===== config.mk =====
export PLATFORM = sky130hd
export DESIGN_NAME = logicnets_input_assembler
export DESIGN_NICKNAME = d
export VERILOG_FILES = /design/src/rtl/logicnets_asm_pkg.sv /design/src/rtl/logicnets_vec_reg.sv /design/src/rtl/logicnets_input_assembler.sv
export SDC_FILE = /design/constraint.sdc
export NUM_CORES = 1
export LEC_CHECK = 0
export CAP_MARGIN = 20
export CELL_PAD_IN_SITES_DETAIL_PLACEMENT = 1
export CELL_PAD_IN_SITES_GLOBAL_PLACEMENT = 2
export CORE_MARGIN = 3
export CORE_UTILIZATION = 37
export CTS_CLUSTER_SIZE = 20
export DETAILED_ROUTE_END_ITERATION = 10
export HOLD_SLACK_MARGIN = 0.05
export PLACE_DENSITY_LB_ADDON = 0.25
export SYNTH_ARGS = -nofsm -noshare
export SYNTH_HDL_FRONTEND = slang
export SYNTH_SLANG_ARGS = --single-unit

===== constraint.sdc =====
create_clock -name clk -period 3.9 [get_ports clk]
set_input_delay 0.39 -clock clk [delete_from_list [all_inputs] [get_ports clk]]
set_output_delay 0.39 -clock clk [all_outputs]
set_load 0.02 [all_outputs]

===== src/rtl/logicnets_asm_pkg.sv =====
// Shared widths and types for the LogicNets input assembler.
// The counter-width helper keeps a legal width even for single-feature configurations.
package logicnets_asm_pkg;

  localparam int FEAT_BITS = 2;
  localparam int NUM_FEAT  = 4;
  localparam int VEC_W     = NUM_FEAT * FEAT_BITS;

  function automatic int asm_cnt_w(input int n);
    return (n < 2) ? 1 : $clog2(n);
  endfunction

  localparam int CNT_W = asm_cnt_w(NUM_FEAT);

  typedef logic [FEAT_BITS-1:0] feat_t;
  typedef logic [VEC_W-1:0]     vec_t;

endpackage


===== src/rtl/logicnets_vec_reg.sv =====
// Registered valid/ready holding slot: loads in_data one edge after xfer and holds it stable under backpressure.
// xfer is combinational from out_ready, so a drained slot reloads in the same cycle with no bubble.
module logicnets_vec_reg #(
  parameter int W = 8
) (
  input  logic         clk,
  input  logic         rst_n,
  input  logic         in_valid,
  input  logic [W-1:0] in_data,
  output logic         xfer,
  output logic         out_valid,
  input  logic         out_ready,
  output logic [W-1:0] out_data
);

  assign xfer = in_valid && (!out_valid || out_ready);

  always_ff @(posedge clk or negedge rst_n) begin
    if (!rst_n) begin
      out_valid <= 1'b0;
      out_data  <= '0;
    end else if (xfer) begin
      out_valid <= 1'b1;
      out_data  <= in_data;
    end else if (out_ready) begin
      out_valid <= 1'b0;
    end
  end

endmodule


===== src/rtl/logicnets_input_assembler.sv =====
// Collects serial features into a packed vector for LogicNets layer 0; last beat to m_valid in two edges,
// s_ready drops only when both slots are full. Define LOGICNETS_ASM_ERRCNT_EN to add a saturating err_count output.
module logicnets_input_assembler #(
  parameter int FEAT_BITS = logicnets_asm_pkg::FEAT_BITS,
  parameter int NUM_FEAT  = logicnets_asm_pkg::NUM_FEAT
) (
  input  logic                          clk,
  input  logic                          rst_n,
  input  logic                          s_valid,
  output logic                          s_ready,
  input  logic [FEAT_BITS-1:0]          s_data,
  input  logic                          s_last,
  output logic                          m_valid,
  input  logic                          m_ready,
  output logic [NUM_FEAT*FEAT_BITS-1:0] m_data,
`ifdef LOGICNETS_ASM_ERRCNT_EN
  output logic [15:0]                   err_count,
`endif
  output logic                          frame_err
);
  import logicnets_asm_pkg::*;

  localparam int VEC_W = NUM_FEAT * FEAT_BITS;
  localparam int CNT_W = asm_cnt_w(NUM_FEAT);

  if (NUM_FEAT < 2) begin : g_num_feat_chk
    $error("logicnets_input_assembler: NUM_FEAT must be >= 2");
  end

  logic [VEC_W-1:0] col;
  logic [CNT_W-1:0] cnt;
  logic             col_full;
  logic             xfer;
  logic             acc;
  logic             last_slot;

  assign s_ready   = !col_full || xfer;
  assign acc       = s_valid && s_ready;
  assign last_slot = (cnt == CNT_W'(NUM_FEAT - 1));

  // An early s_last drops the partial vector; a missing one still completes it. Both flag a framing error.
  always_ff @(posedge clk or negedge rst_n) begin
    if (!rst_n) begin
      col       <= '0;
      cnt       <= '0;
      col_full  <= 1'b0;
      frame_err <= 1'b0;
    end else begin
      frame_err <= acc && (s_last != last_slot);
      if (xfer) begin
        col_full <= 1'b0;
      end
      if (acc) begin
        col[cnt*FEAT_BITS +: FEAT_BITS] <= s_data;
        if (last_slot) begin
          cnt      <= '0;
          col_full <= 1'b1;
        end else if (s_last) begin
          cnt <= '0;
        end else begin
          cnt <= cnt + CNT_W'(1);
        end
      end
    end
  end

  logicnets_vec_reg #(
    .W(VEC_W)
  ) u_vec_reg (
    .clk      (clk),
    .rst_n    (rst_n),
    .in_valid (col_full),
    .in_data  (col),
    .xfer     (xfer),
    .out_valid(m_valid),
    .out_ready(m_ready),
    .out_data (m_data)
  );

`ifdef LOGICNETS_ASM_ERRCNT_EN
  always_ff @(posedge clk or negedge rst_n) begin
    if (!rst_n) begin
      err_count <= '0;
    end else if (frame_err && (err_count != 16'hFFFF)) begin
      err_count <= err_count + 16'd1;
    end
  end
`endif

endmodule


# Word level (Yosys, flattened, before mapping)

Cells that the tools add are included.

Flip-flop bits (word level): 21
Input bits: 7
Output and inout port bits: 11
Logic and storage cells: 28

Add/subtract/negate cells: 2
Eq/ne operators: 2
Shifts and indexed selects: 2
Multiplexer cells: 8
Reductions and logical operators: 8

Operator list:

| cell                   | number |
|---|---|
| $neg 3->34             | 1 |
| $shift 2x34->8 const A | 1 |
| $shiftx 2x34->8        | 1 |
| $bwmux 8               | 1 |
| $mux 1                 | 5 |
| $mux 2                 | 2 |
| $logic_and 1x1->1      | 3 |
| $add 2x1->2 const B    | 1 |
| $eq 2x2->1 const B     | 1 |
| $logic_not 1->1        | 2 |
| $logic_or 1x1->1       | 2 |
| $reduce_bool 2->1      | 1 |
| $ne 1x1->1             | 1 |

# Logic depth before layout (Yosys ltp)

Depth in word-level cells: 6
Gate-level depth with buffers: 5
Depth with buffers taken out: 5

# Cells and area by module

From an unflattened synthesis, not the netlist that was laid out.

Cell total of the unflattened synthesis: 77
Area, all modules: 1058.5 um^2

By module, submodules not included:

| module                    | times used | cells each | area an instance (um^2) |
|---|---|---|---|
| logicnets_input_assembler | 1          | 56         | 676.9 |
| logicnets_vec_reg         | 1          | 21         | 381.6 |

# Worst setup path before layout

No wires, ideal clock.

Kind: register to register
Start point: register cnt[0]
End point: register col[6]
Library setup time: 79 ps
Data arrival time: 1494 ps
Path slack: 2326 ps
Stages on the path, launching flop included: 6
Buffers on the path: 0
Path through: dfrtp_1 > inv_1 > ha_1 > nor4b_1 > nand2_1 > mux2i_1

Longest elaborated chain between the ends: 3

RTL lines:

| what                                                     | RTL line                        | source |
|---|---|---|
| start: declaration                                       | logicnets_input_assembler.sv:31 | `logic [CNT_W-1:0] cnt;` |
| start signal: assignment                                 | logicnets_input_assembler.sv:61 | `cnt <= cnt + CNT_W'(1);` |
| $neg 3->34 *                                             | logicnets_input_assembler.sv:54 | `col[cnt*FEAT_BITS +: FEAT_BITS] <= s_data;` |
| $shiftx 2x34->8 / $shift 2x34->8 (equally long branches) | logicnets_input_assembler.sv:54 |  |
| $bwmux 8 *                                               | logicnets_input_assembler.sv:54 |  |
| end signal: indexed assignment                           | logicnets_input_assembler.sv:54 |  |
| end: declaration                                         | logicnets_input_assembler.sv:30 | `logic [VEC_W-1:0] col;` |

Mark *: on every way between the ends. The rest lies on a longest branch, timed or not.
A chain may end at the register's enable or synchronous reset.

# Final worst setup path

Start point: input m_ready
End point: output s_ready

Longest elaborated chain between the ends: 3

RTL lines:

| what               | RTL line                        | source |
|---|---|---|
| start: declaration | logicnets_input_assembler.sv:14 | `input logic m_ready,` |
| $logic_or 1x1->1   | logicnets_vec_reg.sv:16         | `assign xfer = in_valid && (!out_valid \|\| out_ready);` |
| $logic_and 1x1->1  | logicnets_vec_reg.sv:16         |  |
| $logic_or 1x1->1   | logicnets_input_assembler.sv:37 | `assign s_ready = !col_full \|\| xfer;` |
| end: declaration   | logicnets_input_assembler.sv:10 | `output logic s_ready,` |

Every way passes these cells.

==> flow_summary.yaml <==
worst_hold_path:
  hold_path.class: "reg2reg"
  whs_path_depth: 1
  min_from: "col[2]"
  min_to: "col[2]"
place:
  post_dp_cell_area_mm2: 0.001239
  gp_congestion: 0.6888
  dp_cells: 124
  io_buffers: 17
  dp_hpwl_um: 1328
  preCtsSetupSlack_ns: 1.848
synthesis:
  synthSimpleGateAreaFrac_pct: 17.96
  avgSynthCellArea_um2: 13.39
  synth_largest_area_cell: "dfrtp_1"
  synthAdderAreaFrac_pct: 7.282
  synth_area_leaders: "dfrtp_1 51%, mux2_2 9.8%, mux2_4 8.7%"
  synth-compound-area-share_pct: 0
  yosys_warnings: 0
  syn_area_mm2: 0.001031
  synthArstFlopShare_pct: 100.0
  synth_top_area_share_pct: 50.97
  synth_top_family_by_area: "multiplexers"
  synth_ff_type: "dfrtp_1"
  synth_seq_area_share_pct: 50.97
  synthMuxAreaShare_pct: 21.48
  ys_ff_latch: 21
  synth_cell_types: 20
  synthCells: 77
  synth-edff-count: 0
  synth_xor_area_share_pct: 0.8495
  syn_nets: 90
cts:
  postCtsHoldBufs: 0
  cts_setup_buffers: 0
  clkLatencyLatePin_ns: 0.30
  cts_buffers: 3
  cts_resized: 0
  clk_pin_slew_ns: 0.11
  cts_tree: "done"
  cts_sinks: 21
  root_buffer: "clkbuf_4"
  cts_buffer_depth: 2
  htree_levels: 1
global_route:
  grt_pass1_vias: 693
  antenna_found_initial: 0
  grtUsageTotal_pct: 12.48
  grt_pass1_wl_um: 3194
  grt.overflow.total: 0
  grt_max_degree: 22
drt:
  dr.pass1.iters: 2
  viasPerCell: 5.063
  wl_per_cell_um: 14.04
  dr.first_iter.drc_count: 12
  wl_um: 1797
  vias: 648
  drc: 0
  antenna_left: 0
worst_setup_path:
  cp_top_family: "buffers and inverters"
  crit_chain: "clkdlybuf4s50_1 > nand3b_4 > clkdlybuf4s50_1"
  r2r_slack_ns: 2.01
  cp-start-kind: "input pin"
  critPathKind: "in2out"
  cp.required_ns: 3.51
  r2r-start: "cnt[0]"
  r2r_end: "col[6]"
  worst_path_max_delay_cell: "clkdlybuf4s50_1"
  cp.buffers_inverters: 2
  critPathMostFrequentCell: "clkdlybuf4s50_1"
  worst_ep_arrival_time_ns: 1.65
  reg2regPathDepth: 5
  cp_slowest_stage_delay_ns: 0.62
  crit_fanout: 7
  worstSetupEndpointType: "output pin"
finish:
  syn_to_final_growth_pct: 22.82
  nets: 112
  final_core_util_pct: 49.32
  fillers: 284
  drive_gt1_share_pct: 25.51
  diodes: 0
  layout.cells.non_filler: 128
  postLayoutCellArea_mm2: 0.001266
timing:
  setup_viol: 0
  finalCriticalPeriod_ns: 2.045
  timing.fmax_mhz: 489.0
  finalClockSkew_ns: 0.005431
  worst_pin_slew_ns: 0.9467
  rsz0062_at_grt: "false"
  fin_crit_sh_pct: 52.43
  final_hold_viol_count: 0
  maxSlewViolCount: 0
  fin_tns_setup_ns: 0
  max_slew_margin_pct: 36.69
  layout_setup_ws_ns: 1.855
floorplan:
  die_h_um: 58.79
  core_area_mm2: 0.002567
  initial_core_util_pct: 40.16
  pin_count: 18
  fp.dieW_um: 58.79
  rows: 18
  die_area_mm2: 0.003456
power:
  p_int_w: 0.0004486
  switchingPower_w: 0.0002184
  comb_power_share_pct: 37.7
  powerDensity_mw_per_mm2: 526.8
  pwr-share-clk_pct: 15.7
  p_seq_share_pct: 46.6
  swShare_pct: 32.74
  p_leak_nw: 0.6186
  vdd_ir_drop_max_v: 0.0002596
flow_run:
  max-cap-violations: 0
status:
  status: "finished clean"
==> sequential cells by signal (all words and copies together) (netlist names) <==
name / count
cnt: 2
col: 8
col_full: 1
frame_err: 1
u_vec_reg.out_data: 8
u_vec_reg.out_valid: 1
==> metal layers <==
layer  GRT usage [%]  routed length (um)  vias up
li1                -                   -      309
met5               0                   0        -
met4           4.854                  15        0
met2           19.24                 832       14
met1           16.00                 844      323
met3           4.386                 104        2
==> cell usage after synthesis (2+ instances only) <==
master	count
and3_4	3
dfrtp_1	21
ha_1	6
inv_1	4
mux2_2	9
mux2_4	6
mux2i_1	3
nand2_1	6
nand2b_1	2
nand3b_1	2
nor2_1	4
nor3_1	3
==> layout by cell type, fill, tap and decap left out <==
master / instances
clkdlybuf4s50_1: 17
nand3b_4: 1
nand2b_1: 2
mux2_4: 6
nand3b_1: 2
xnor2_1: 1
clkbuf_4: 3
and4bb_2: 1
nor3_1: 3
mux2i_1: 3
and3_4: 3
nand2_2: 1
inv_1: 4
dfrtp_1: 21
nand2_1: 6
nor4bb_1: 1
ha_1: 6
clkinv_2: 1
or2b_1: 1
nor2_1: 4
nor4b_1: 1
mux2_2: 9
and3_1: 1
==> metrics by stage <==
| step | hold slack (ns) | total power [W] |
|---|---|---|
| finish | 0.5175 | 0.0006670 |
| global route | 0.5451 | 0.0007198 |
| global placement | 0.4862 | 0.0005640 |
| floorplan | 0.09441 | 0.0004750 |
| detailed placement | 0.4950 | 0.0005718 |
| CTS | 0.5245 | 0.0006827 |
==> final cells by class <==
| type | instances | area [um2] | area share (%) |
|---|---|---|---|
| clock buffer | 3 | 22.52 | 1.779 |
| clock inverter | 1 | 5.005 | 0.3953 |
| inverter | 4 | 15.01 | 1.186 |
| multi-input combinational | 52 | 490.5 | 38.74 |
| sequential | 21 | 525.5 | 41.50 |
| tap | 30 | 37.54 | 2.964 |
| timing repair buffer | 17 | 170.2 | 13.44 |
==> kinds of logic after synthesis <==
logic type | after synthesis
XOR/XNOR | 1
adder cells (fa/ha/maj) | 6
buffers and inverters | 4
flip-flops | 21
multiplexers | 18
AND/OR/NAND/NOR | 27
==> power groups by stage <==
stage	combinational, W	clock [W]	sequential, W
global placement	0.000251	0	0.000313
global route	0.000276	0.000123	0.000321
detailed placement	0.000255	0	0.000316
floorplan	0.000135	0	0.000340
CTS	0.000256	0.000115	0.000312
finish	0.000251	0.000105	0.000311
==> how the worst max path moves through the flow <==
stage | startpoint | end | depth (start not counted)
after floorplan | cnt[0] | col[6] | 5
after global placement | m_ready | s_ready | 3
after detailed placement | m_ready | s_ready | 3
after CTS | m_ready | s_ready | 3
after global routing | cnt[0] | col[6] | 5
final | m_ready | s_ready | 3
No activity file was read; power rests on OpenSTA's default activity.
